<file path="config.mk">
export PLATFORM = sky130hd
export DESIGN_NAME = esfa_access_arbiter
export DESIGN_NICKNAME = d
export VERILOG_FILES = /design/src/rtl/esfa_pkg.sv /design/src/rtl/esfa_rr_picker.sv /design/src/rtl/esfa_access_arbiter.sv
export SDC_FILE = /design/constraint.sdc
export NUM_CORES = 1
export LEC_CHECK = 0
export CORE_UTILIZATION = 61
export CTS_BUF_LIST = sky130_fd_sc_hd__clkbuf_16
export DETAILED_ROUTE_END_ITERATION = 7
export DONT_BUFFER_PORTS = 1
export HOLD_SLACK_MARGIN = 0.12
export PLACE_DENSITY = 0.74
export SLEW_MARGIN = 10
export SYNTH_ARGS = -nofsm -noshare
export SYNTH_HDL_FRONTEND = slang
export SYNTH_SLANG_ARGS = --single-unit
</file>
<file path="constraint.sdc">
create_clock -name masterClock -period 2.8 [get_ports masterClock]
set_clock_uncertainty 0.1 [all_clocks]
set_input_delay 0.42 -clock masterClock [delete_from_list [all_inputs] [get_ports masterClock]]
set_output_delay 0.42 -clock masterClock [all_outputs]
set_load 0.005 [all_outputs]
</file>
<file path="src/rtl/esfa_pkg.sv">
// Shared definitions for the ESFADesign access arbiter: control-byte bit
// positions, operand/response field positions and the sequencer states.
package esfa_pkg;

  // Control byte bit positions
  localparam int CTRL_MUTATE = 0;
  localparam int CTRL_META   = 1;
  localparam int CTRL_WRITE  = 2;
  localparam int CTRL_USED_W = 3;

  // Operand fields inside the 32-bit command data word
  localparam int OP_INDEX_LSB = 0;
  localparam int OP_VALUE_LSB = 8;
  localparam int OP_META_LSB  = 16;
  localparam int OP_SEL_LSB   = 24;

  // Response field positions
  localparam int RSP_STATUS_BIT = 0;
  localparam int RSP_VALUE_LSB  = 24;

  // Command sequencer states
  typedef enum logic [1:0] {
    ST_IDLE    = 2'd0,
    ST_ISSUE   = 2'd1,
    ST_WAIT    = 2'd2,
    ST_RESPOND = 2'd3
  } esfa_state_e;

endpackage

</file>
<file path="src/rtl/esfa_rr_picker.sv">
// Combinational round-robin select: first asserted request at or after the
// pointer, wrapping around, returned both one-hot and as an index.
module esfa_rr_picker
  import esfa_pkg::*;
#(
  parameter int NUM_REQ = 2,
  parameter int PTR_W   = 1
) (
  input  logic [NUM_REQ-1:0] req_i,
  input  logic [PTR_W-1:0]   ptr_i,
  output logic [NUM_REQ-1:0] grant_o,
  output logic [PTR_W-1:0]   idx_o,
  output logic               any_o
);

  logic [PTR_W-1:0] cand;

  // Scan requesters starting at the pointer; keep the first hit only
  always_comb begin
    grant_o = '0;
    idx_o   = '0;
    any_o   = 1'b0;
    cand    = '0;
    for (int k = 0; k < NUM_REQ; k++) begin
      cand = PTR_W'((int'(ptr_i) + k) % NUM_REQ);
      if (!any_o && req_i[cand]) begin
        grant_o[cand] = 1'b1;
        idx_o         = cand;
        any_o         = 1'b1;
      end
    end
  end

endmodule

</file>
<file path="src/rtl/esfa_access_arbiter.sv">
// Round-robin arbiter and command sequencer in front of the single
// ESFADesign instance. One command is in flight at a time; operand
// registers hold the last values driven into ESFADesign between commands.
//
//  state      | meaning
//  -----------+-----------------------------------------------------------
//  ST_IDLE    | no command; grant a requester and latch its command
//  ST_ISSUE   | update operands / pulse esfa_willWrite for one cycle
//  ST_WAIT    | let ESFADesign settle RESULT_LATENCY cycles, then capture
//  ST_RESPOND | hold response to the granted requester until rsp_ready
module esfa_access_arbiter
  import esfa_pkg::*;
#(
  parameter int NUM_REQ        = 2,
  parameter int RESULT_LATENCY = 2
) (
  input  logic                  masterClock,
  input  logic                  reset,
  input  logic [NUM_REQ-1:0]    req_valid,
  output logic [NUM_REQ-1:0]    req_ready,
  input  logic [8*NUM_REQ-1:0]  req_control,
  input  logic [32*NUM_REQ-1:0] req_data,
  output logic [NUM_REQ-1:0]    rsp_valid,
  input  logic [NUM_REQ-1:0]    rsp_ready,
  output logic [7:0]            rsp_status,
  output logic [31:0]           rsp_data,
  output logic                  esfa_willWrite,
  output logic                  esfa_isMetadata,
  output logic [7:0]            esfa_new_index,
  output logic [7:0]            esfa_new_value,
  output logic [7:0]            esfa_metadata,
  output logic [7:0]            esfa_selector,
  input  logic                  esfa_resultBool,
  input  logic [7:0]            esfa_resultValue,
  output logic                  busy
);

  localparam int PTR_W = (NUM_REQ > 1) ? $clog2(NUM_REQ) : 1;
  // Counter only ever holds RESULT_LATENCY-1 down to 0
  localparam int CNT_W = (RESULT_LATENCY > 1) ? $clog2(RESULT_LATENCY) : 1;
  localparam logic [CNT_W-1:0] CNT_LOAD = CNT_W'(RESULT_LATENCY - 1);

  esfa_state_e            state_q, state_d;
  logic [PTR_W-1:0]       ptr_q, ptr_d;
  logic [PTR_W-1:0]       gidx_q, gidx_d;
  logic [CTRL_USED_W-1:0] ctrl_q, ctrl_d;
  logic [31:0]            data_q, data_d;
  logic [CNT_W-1:0]       cnt_q, cnt_d;
  logic [7:0]             idx_q, idx_d;
  logic [7:0]             val_q, val_d;
  logic [7:0]             meta_q, meta_d;
  logic [7:0]             sel_q, sel_d;
  logic                   ismeta_q, ismeta_d;
  logic                   rstat_q, rstat_d;
  logic [7:0]             rval_q, rval_d;

  logic [NUM_REQ-1:0]     pick_grant;
  logic [PTR_W-1:0]       pick_idx;
  logic                   pick_any;
  logic [7:0]             slot_ctrl;
  logic [31:0]            slot_data;
  logic                   will_write;
  logic                   unused_ctrl;

  esfa_rr_picker #(
    .NUM_REQ (NUM_REQ),
    .PTR_W   (PTR_W)
  ) u_picker (
    .req_i   (req_valid),
    .ptr_i   (ptr_q),
    .grant_o (pick_grant),
    .idx_o   (pick_idx),
    .any_o   (pick_any)
  );

  // Route the picked requester's control byte and data word
  always_comb begin
    slot_ctrl = '0;
    slot_data = '0;
    for (int i = 0; i < NUM_REQ; i++) begin
      if (int'(pick_idx) == i) begin
        slot_ctrl = req_control[8*i +: 8];
        slot_data = req_data[32*i +: 32];
      end
    end
  end

  // Control bits 7:3 carry no meaning for ESFADesign
  assign unused_ctrl = ^slot_ctrl[7:CTRL_USED_W];

  // Next-state, handshake outputs and operand/response updates
  always_comb begin
    state_d    = state_q;
    ptr_d      = ptr_q;
    gidx_d     = gidx_q;
    ctrl_d     = ctrl_q;
    data_d     = data_q;
    cnt_d      = cnt_q;
    idx_d      = idx_q;
    val_d      = val_q;
    meta_d     = meta_q;
    sel_d      = sel_q;
    ismeta_d   = ismeta_q;
    rstat_d    = rstat_q;
    rval_d     = rval_q;
    req_ready  = '0;
    rsp_valid  = '0;
    will_write = 1'b0;

    case (state_q)
      ST_IDLE: begin
        if (pick_any) begin
          req_ready = pick_grant;
          gidx_d    = pick_idx;
          ctrl_d    = slot_ctrl[CTRL_USED_W-1:0];
          data_d    = slot_data;
          ptr_d     = (int'(pick_idx) == NUM_REQ - 1) ? '0 : pick_idx + 1'b1;
          state_d   = ST_ISSUE;
        end
      end

      ST_ISSUE: begin
        cnt_d   = CNT_LOAD;
        state_d = ST_WAIT;
        if (ctrl_q[CTRL_MUTATE]) begin
          if (ctrl_q[CTRL_WRITE]) begin
            // Commit uses the operands already presented to ESFADesign
            will_write = 1'b1;
          end else begin
            idx_d    = data_q[OP_INDEX_LSB +: 8];
            val_d    = data_q[OP_VALUE_LSB +: 8];
            meta_d   = data_q[OP_META_LSB +: 8];
            sel_d    = data_q[OP_SEL_LSB +: 8];
            ismeta_d = ctrl_q[CTRL_META];
          end
        end else begin
          sel_d = data_q[OP_SEL_LSB +: 8];
        end
      end

      ST_WAIT: begin
        if (cnt_q == '0) begin
          rstat_d = ctrl_q[CTRL_MUTATE] ? 1'b1 : esfa_resultBool;
          rval_d  = ctrl_q[CTRL_MUTATE] ? 8'd0 : esfa_resultValue;
          state_d = ST_RESPOND;
        end else begin
          cnt_d = cnt_q - 1'b1;
        end
      end

      ST_RESPOND: begin
        rsp_valid = NUM_REQ'(1) << gidx_q;
        if (rsp_ready[gidx_q]) begin
          state_d = ST_IDLE;
        end
      end

      default: begin
        state_d = ST_IDLE;
      end
    endcase
  end

  // State and datapath registers; reset aborts any command in flight
  always_ff @(posedge masterClock) begin
    if (reset) begin
      state_q  <= ST_IDLE;
      ptr_q    <= '0;
      gidx_q   <= '0;
      ctrl_q   <= '0;
      data_q   <= '0;
      cnt_q    <= '0;
      idx_q    <= '0;
      val_q    <= '0;
      meta_q   <= '0;
      sel_q    <= '0;
      ismeta_q <= 1'b0;
      rstat_q  <= 1'b0;
      rval_q   <= '0;
    end else begin
      state_q  <= state_d;
      ptr_q    <= ptr_d;
      gidx_q   <= gidx_d;
      ctrl_q   <= ctrl_d;
      data_q   <= data_d;
      cnt_q    <= cnt_d;
      idx_q    <= idx_d;
      val_q    <= val_d;
      meta_q   <= meta_d;
      sel_q    <= sel_d;
      ismeta_q <= ismeta_d;
      rstat_q  <= rstat_d;
      rval_q   <= rval_d;
    end
  end

  // Assemble response words and drive ESFADesign from the operand registers
  always_comb begin
    rsp_status                       = '0;
    rsp_status[RSP_STATUS_BIT]       = rstat_q;
    rsp_data                         = '0;
    rsp_data[RSP_VALUE_LSB +: 8]     = rval_q;
    esfa_willWrite                   = will_write;
    esfa_isMetadata                  = ismeta_q;
    esfa_new_index                   = idx_q;
    esfa_new_value                   = val_q;
    esfa_metadata                    = meta_q;
    esfa_selector                    = sel_q;
    busy                             = (state_q != ST_IDLE);
  end

endmodule
</file>
==> flow_summary.toml, run 1 <==
[worst_setup_path]
crit_buf_inv = 1
crit_path_top_delay_cell = "dfxtp_1"
crit_required_ps = 2280
critical_path_class = "register to primary output"
cp_cell_sequence = "inv_1 > ha_1 > and2_4 > and2_1"
path_depth = 4
cp-endpoint = "req_ready[1]"
worst-path-max-fanout = 16
slowest_delay_ps = 340
r2r_end = "data_q[22]"
r2r_start = "state_q[0]"
cp-end-kind = "primary output"
path_delay_family = "simple AND/OR/NAND/NOR gates"
r2r_cells = 6
setup.worst_path.start = "state_q[1]"
rrSetupSlack_ps = 750
startpoint_type = "register"
arrival_ps = 1600

[clock_network]
cts-root-buf = "clkbuf_16"
cts_tree = "built"
post_cts_buffers = 0
htree_levels = 3
numCtsBuffers = 9
numClockSinks = 82
clockBufferDepth = 2
clock_latency_ps = 330
clk_pin_slew_worst_paths_ps = 60

[global_route]
grt_max_degree = 58
grt_pass1_wl_um = 12590
grt_use_total = 0.2695
grt_pass1_vias = 2583
grt.overflow.total = 0
antenna_found_initial = 0

[die]
start_util = 0.6384
num_rows = 27
boundaryPins = 174
die_x_um = 78.38
die_h_um = 78.38
dieArea_um2 = 6143
core_area_um2 = 5574

[sta]
timing.fmax_mhz = 471.6
period_share = 0.7573
slew_headroom = 0.5071
fin_setup_tns_ps = 0
rsz0062_at_grt = "no"
hold_viol_final = 0
setup_viol = 0
finalMaxSlewViolations = 0
worst_pin_slew_ps = 736.7
min_period_ps = 2121

[yosys]
yosysUniqueCellTypes = 36
async_flop_share = 0
synth_ff_type = "dfxtp_1"
synth_edf_count = 0
ys_top_cells_by_area = "dfxtp_1, nand2_1, a21oi_1, buf_4, a32oi_1"
syn_avg_cell_area_um2 = 8.852
yosysTopAreaCell = "dfxtp_1"
syn_inst = 402
ys_ff_latch = 82
ys_warn_count = 0
synth_area_um2 = 3558
seq_area_frac_synth = 0.4613
yosys.area.top_type_share = 0.4613

[pwr]
vdd_drop_max_v = 0.0004695
pwr_density_cell_nw_per_um2 = 927.7
p_leak_nw = 1.321
p_total_w = 0.003435

[outcome]
outcome = "finished, final reports clean"

[detailed_routing]
drt_iter0_markers = 169
wl_per_cell_um = 17.29
wirelength_um = 8005
dr.pass1.iters = 4
route.detailed.drc = 0
viasPerCell = 6.006
ant_nets = 0
via_count = 2781

[final_layout]
nets = 486
syn_to_final_growth_pct = 4.044
num_antenna_cells = 0
n_fill_cell = 490
fin_cells = 463
finalInstanceArea_um2 = 3702
fin_util = 0.6642
drive_gt1_frac = 0.06394
mostFrequentLayoutCells = "dfxtp_1, nand2_1, a21oi_1"
layout_commonest_cell = "dfxtp_1"

[flow_run]
drv_cap = 0

[place]
placedCellCount = 446
dpl.hpwl_um = 5362
port_buffers = 0
gp_congestion = 0.7880
placedInstanceArea_um2 = 3418

[min_path]
hp-class = "input pin to register"
holdCritStartpoint = "req_data[16]"
-- worst register-to-register path: cells and delay by family, from the launching register on --
| kind | cells | cell delay, ps |
|---|---|---|
| adders and majority gates | 1 | 300 |
| DFF | 1 | 390 |
| and+or+nand+nor | 1 | 580 |
| buffers and inverters | 2 | 280 |
| AOI/OAI and AO/OA | 2 | 340 |
-- state kept, by name, summed over array words and instances (netlist names) --
| signal | flops |
|---|---|
| esfa_metadata | 8 |
| gidx_q | 1 |
| rstat_q | 1 |
| state_q | 2 |
| esfa_isMetadata | 1 |
| data_q | 32 |
| ptr_q | 1 |
| esfa_new_index | 8 |
| rval_q | 8 |
| cnt_q | 1 |
| ctrl_q | 3 |
| esfa_new_value | 8 |
| esfa_selector | 8 |
-- cells in the mapped netlist (2+ instances only) --
master     number
a211oi_1        2
a21oi_1        54
a221o_1        12
a32oi_1        23
and2_1          3
buf_1           3
buf_2           7
buf_4          32
buf_6           3
clkbuf_1       20
dfxtp_1        82
ha_1            5
inv_1           3
mux2i_1         3
nand2_1        76
nand2b_1        6
nand3_1        12
nand3b_1        9
nor2_1          6
nor2b_1         2
nor3_1          2
nor3b_1        13
o2bb2ai_1      11
-- how the worst min path moves through the flow --
stage | cells after the start | slack [ps] | end
3_5_place_dp | 2 | 330 | esfa_metadata[4]
4_1_cts | 1 | 120 | data_q[28]
2_1_floorplan | 2 | 330 | esfa_metadata[0]
6_report | 1 | 130 | data_q[16]
3_3_place_gp | 2 | 330 | esfa_metadata[4]
5_1_grt | 1 | 120 | ctrl_q[2]
-- power breakdown --
| group | total (W) | internal, W | switching [W] |
|---|---|---|---|
| clock network | 0.00104 | 0.000590 | 0.000448 |
| logic | 0.000884 | 0.000345 | 0.000539 |
| registers | 0.00151 | 0.00137 | 0.000142 |
-- cell type report --
class                           instances  area (µm²)  area share
Inverter                                3       11.26    0.003042
Tap cell                               72       90.09     0.02433
Clock buffer                            9       225.2     0.06083
Sequential cell                        82        1642      0.4434
Clock inverter                          7       38.79     0.01048
Timing Repair Buffer                    8       72.57     0.01960
Multi-Input combinational cell        282        1623      0.4383
-- metrics by stage --
step	setup slack (ps)	hold slack, ps
CTS	692.4	120.5
floorplan	972.8	327.0
finish	679.5	125.1
detailed placement	769.4	333.6
global route	583.4	121.8
global placement	820.6	327.7
-- per-layer routing --
metal,vias to the layer above,track usage,routed length [µm],part of all wire
met3,12,0.08605,777,0.097
li1,1334,-,-,-
met2,136,0.4316,3797,0.47
met1,1299,0.3353,3292,0.41
met4,0,0.1093,138,0.017
met5,-,0,0,0
-- cells by family after synthesis --
family / after synthesis / share of synthesized area
simple gates: 133 / 0.1821
flops: 82 / 0.4613
other cells: 1 / 0.001054
mux: 3 / 0.008439
buf+inv: 68 / 0.1143
fa+ha+maj: 5 / 0.01758
compound gates: 110 / 0.2152
-- timing repair --
action | in CTS | in global routing
hold buffers | 1 | 0
resized for setup | 0 | 0
hold endpoints to repair | 57 | 0
setup endpoints to repair | 0 | 0
Power figures use the tool's default switching activity.
==> run 2, diff against run 1 <==
--- a/config.mk
+++ b/config.mk
@@ -5,12 +5,12 @@
 export SDC_FILE = /design/constraint.sdc
 export NUM_CORES = 1
 export LEC_CHECK = 0
-export CORE_UTILIZATION = 61
+export CORE_UTILIZATION = 56
 export CTS_BUF_LIST = sky130_fd_sc_hd__clkbuf_16
 export DETAILED_ROUTE_END_ITERATION = 7
 export DONT_BUFFER_PORTS = 1
 export HOLD_SLACK_MARGIN = 0.12
-export PLACE_DENSITY = 0.74
+export PLACE_DENSITY = 0.71
 export SLEW_MARGIN = 10
 export SYNTH_ARGS = -nofsm -noshare
 export SYNTH_HDL_FRONTEND = slang
==> constraint.sdc (replaced) <==
create_clock -name masterClock -period 1.75 [get_ports masterClock]
set_clock_uncertainty 0.1 [all_clocks]
set_input_delay 0.2625 -clock masterClock [delete_from_list [all_inputs] [get_ports masterClock]]
set_output_delay 0.2625 -clock masterClock [all_outputs]
set_load 0.005 [all_outputs]
==> run 2 against run 1 <==
Non-clock buffer count grew 92. Power grew 90%. Flip-flop and latch count is the same. Final cell count is 21% higher. Routed wire length grew 28%. Count of clock-buffer cells in the layout is the same. Sequential share of layout area decreased by 9.7 points. First-iteration DRC count rose by 18%. Clock power up 110%. Die area rose by 8.7%. Largest power group unchanged. Highest routed layer unchanged.
==> flow_summary.toml, run 2 (synthesized netlist as in run 1, its figures left out) <==
[outcome]
outcome = "finished, final reports clean"

[sta]
min_period_ps = 1706
hold_viol_final = 0
fin_setup_tns_ps = 0
period_share = 0.9751
slew_headroom = 0.4678
setup_viol = 0
worst_pin_slew_ps = 795.3
rsz0062_at_grt = "no"
fin_ws_ps = 43.51
timing.fmax_mhz = 586.0
finalMaxSlewViolations = 0

[pwr]
seqPwrFrac = 0.372
swShare = 0.3098
vdd_drop_max_v = 0.0007475
pwr_density_cell_nw_per_um2 = 1373
intPower_w = 0.004494
p_sw_w = 0.002017
p_leak_nw = 1.760
share_comb_of_total_power = 0.300
p_clk_frac = 0.328

[place]
port_buffers = 0
gp_congestion = 0.7521
placedInstanceArea_um2 = 3512
placedCellCount = 456
dpl.hpwl_um = 5459
dpl_worst_slack_ps = -33.97

[worst_setup_path]
path_delay_family = "flip-flops"
cp_cell_sequence = "inv_4 > ha_4 > and2_4 > buf_12 > and2_4"
worst-path-max-fanout = 5
setup.worst_path.start = "state_q[0]"
path_depth = 5
r2r_cells = 4
crit_buf_inv = 2
r2r_end = "state_q[0]"
rrSetupSlack_ps = 70
crit_path_frequent_cell = "and2_4"
cp-endpoint = "req_ready[1]"
arrival_ps = 1340
r2r_start = "state_q[1]"
critical_path_class = "register to primary output"
crit_required_ps = 1390
slowest_delay_ps = 360
crit_path_top_delay_cell = "dfxtp_2"
cp-end-kind = "primary output"
startpoint_type = "register"

[clock_network]
clk_pin_slew_worst_paths_ps = 60
cts_tree = "built"
htree_levels = 3
clockBufferDepth = 2
numClockSinks = 82
numCtsBuffers = 9
cts-root-buf = "clkbuf_16"
clock_latency_ps = 330

[final_layout]
nets = 578
mostFrequentLayoutCells = "dfxtp_1, dlygate4sd3_1, nand2_1"
multi_input_area_um2 = 1638
syn_to_final_growth_pct = 33.23
seq_area_um2 = 1644
drive_gt1_frac = 0.09110
fin_cells = 558
finalInstanceArea_um2 = 4741
fin_util = 0.7868
num_antenna_cells = 0
largest_reg_flops = 32
top_register = "data_q"
n_fill_cell = 378

[die]
die_h_um = 81.72
boundaryPins = 174
num_rows = 28
start_util = 0.5905
core_area_um2 = 6026
dieArea_um2 = 6677
die_x_um = 81.72

[min_path]
hold_depth = 3
hp-class = "input pin to register"

[global_route]
grt_use_total = 0.3122
grt_max_degree = 62
antenna_found_initial = 0
grt.overflow.total = 0
grt_pass1_wl_um = 15580
grt_pass1_vias = 3230

[detailed_routing]
viasPerCell = 5.916
dr.pass1.iters = 7
route.detailed.drc = 0
wl_per_cell_um = 18.37
via_count = 3301
wirelength_um = 10250
ant_nets = 0
drt_iter0_markers = 200

[flow_run]
drv_cap = 0
run 2: how the worst min path moves through the flow:
stage / from / slack [ps] / endpoint
after floorplan: req_control[2] / 300 / ctrl_q[2]
after global placement: reset / 240 / esfa_selector[5]
after CTS: req_valid[0] / 140 / gidx_q
final: req_valid[0] / 150 / gidx_q
after global routing: reset / 160 / ctrl_q[2]
after detailed placement: reset / 240 / rval_q[0]
run 2: final cells by class:
class	count	share of cell area
clock buffer	9	0.04751
clock inverter	7	0.02481
inverter	3	0.002903
multi-input combinational	282	0.3455
sequential	82	0.3468
tap	75	0.01979
timing repair buffer	100	0.2127
run 2: worst min-delay path: cells and delay by family:
kind	cells	cell delay, ps
and+or+nand+nor	2	170
AOI/OAI and AO/OA	1	100
run 2: stage by stage:
step	power [W]	hold slack [ps]
5_1_grt	0.006821	157.6
4_1_cts	0.006418	138.4
3_3_place_gp	0.003947	238.7
3_5_place_dp	0.004008	240.4
6_report	0.006510	146.6
2_1_floorplan	0.003663	300.8
run 2: layer usage:
metal | share of wire | up-vias | wire [µm] | GRT usage
met5 | 0 | - | 0 | 0
met4 | 0.017 | 0 | 176 | 0.1158
met3 | 0.092 | 16 | 947 | 0.07444
met2 | 0.50 | 203 | 5120 | 0.5525
met1 | 0.39 | 1567 | 4006 | 0.3643
li1 | - | 1515 | - | -
run 2: repair_timing:
item,in CTS,in global routing
gates resized for setup,6,3
pin swaps,1,1
hold buffers,81,0
setup endpoints to repair,13,3
setup buffers,4,1
endpoints found under the hold margin,82,0
run 2: power groups by stage:
stage                     registers [W]  clock network (W)  logic [W]
after CTS                       0.00241            0.00216    0.00186
after global placement          0.00244                  0    0.00151
final                           0.00242            0.00214    0.00195
after detailed placement        0.00245                  0    0.00156
after floorplan                 0.00238                  0    0.00128
after global routing            0.00247            0.00225    0.00210
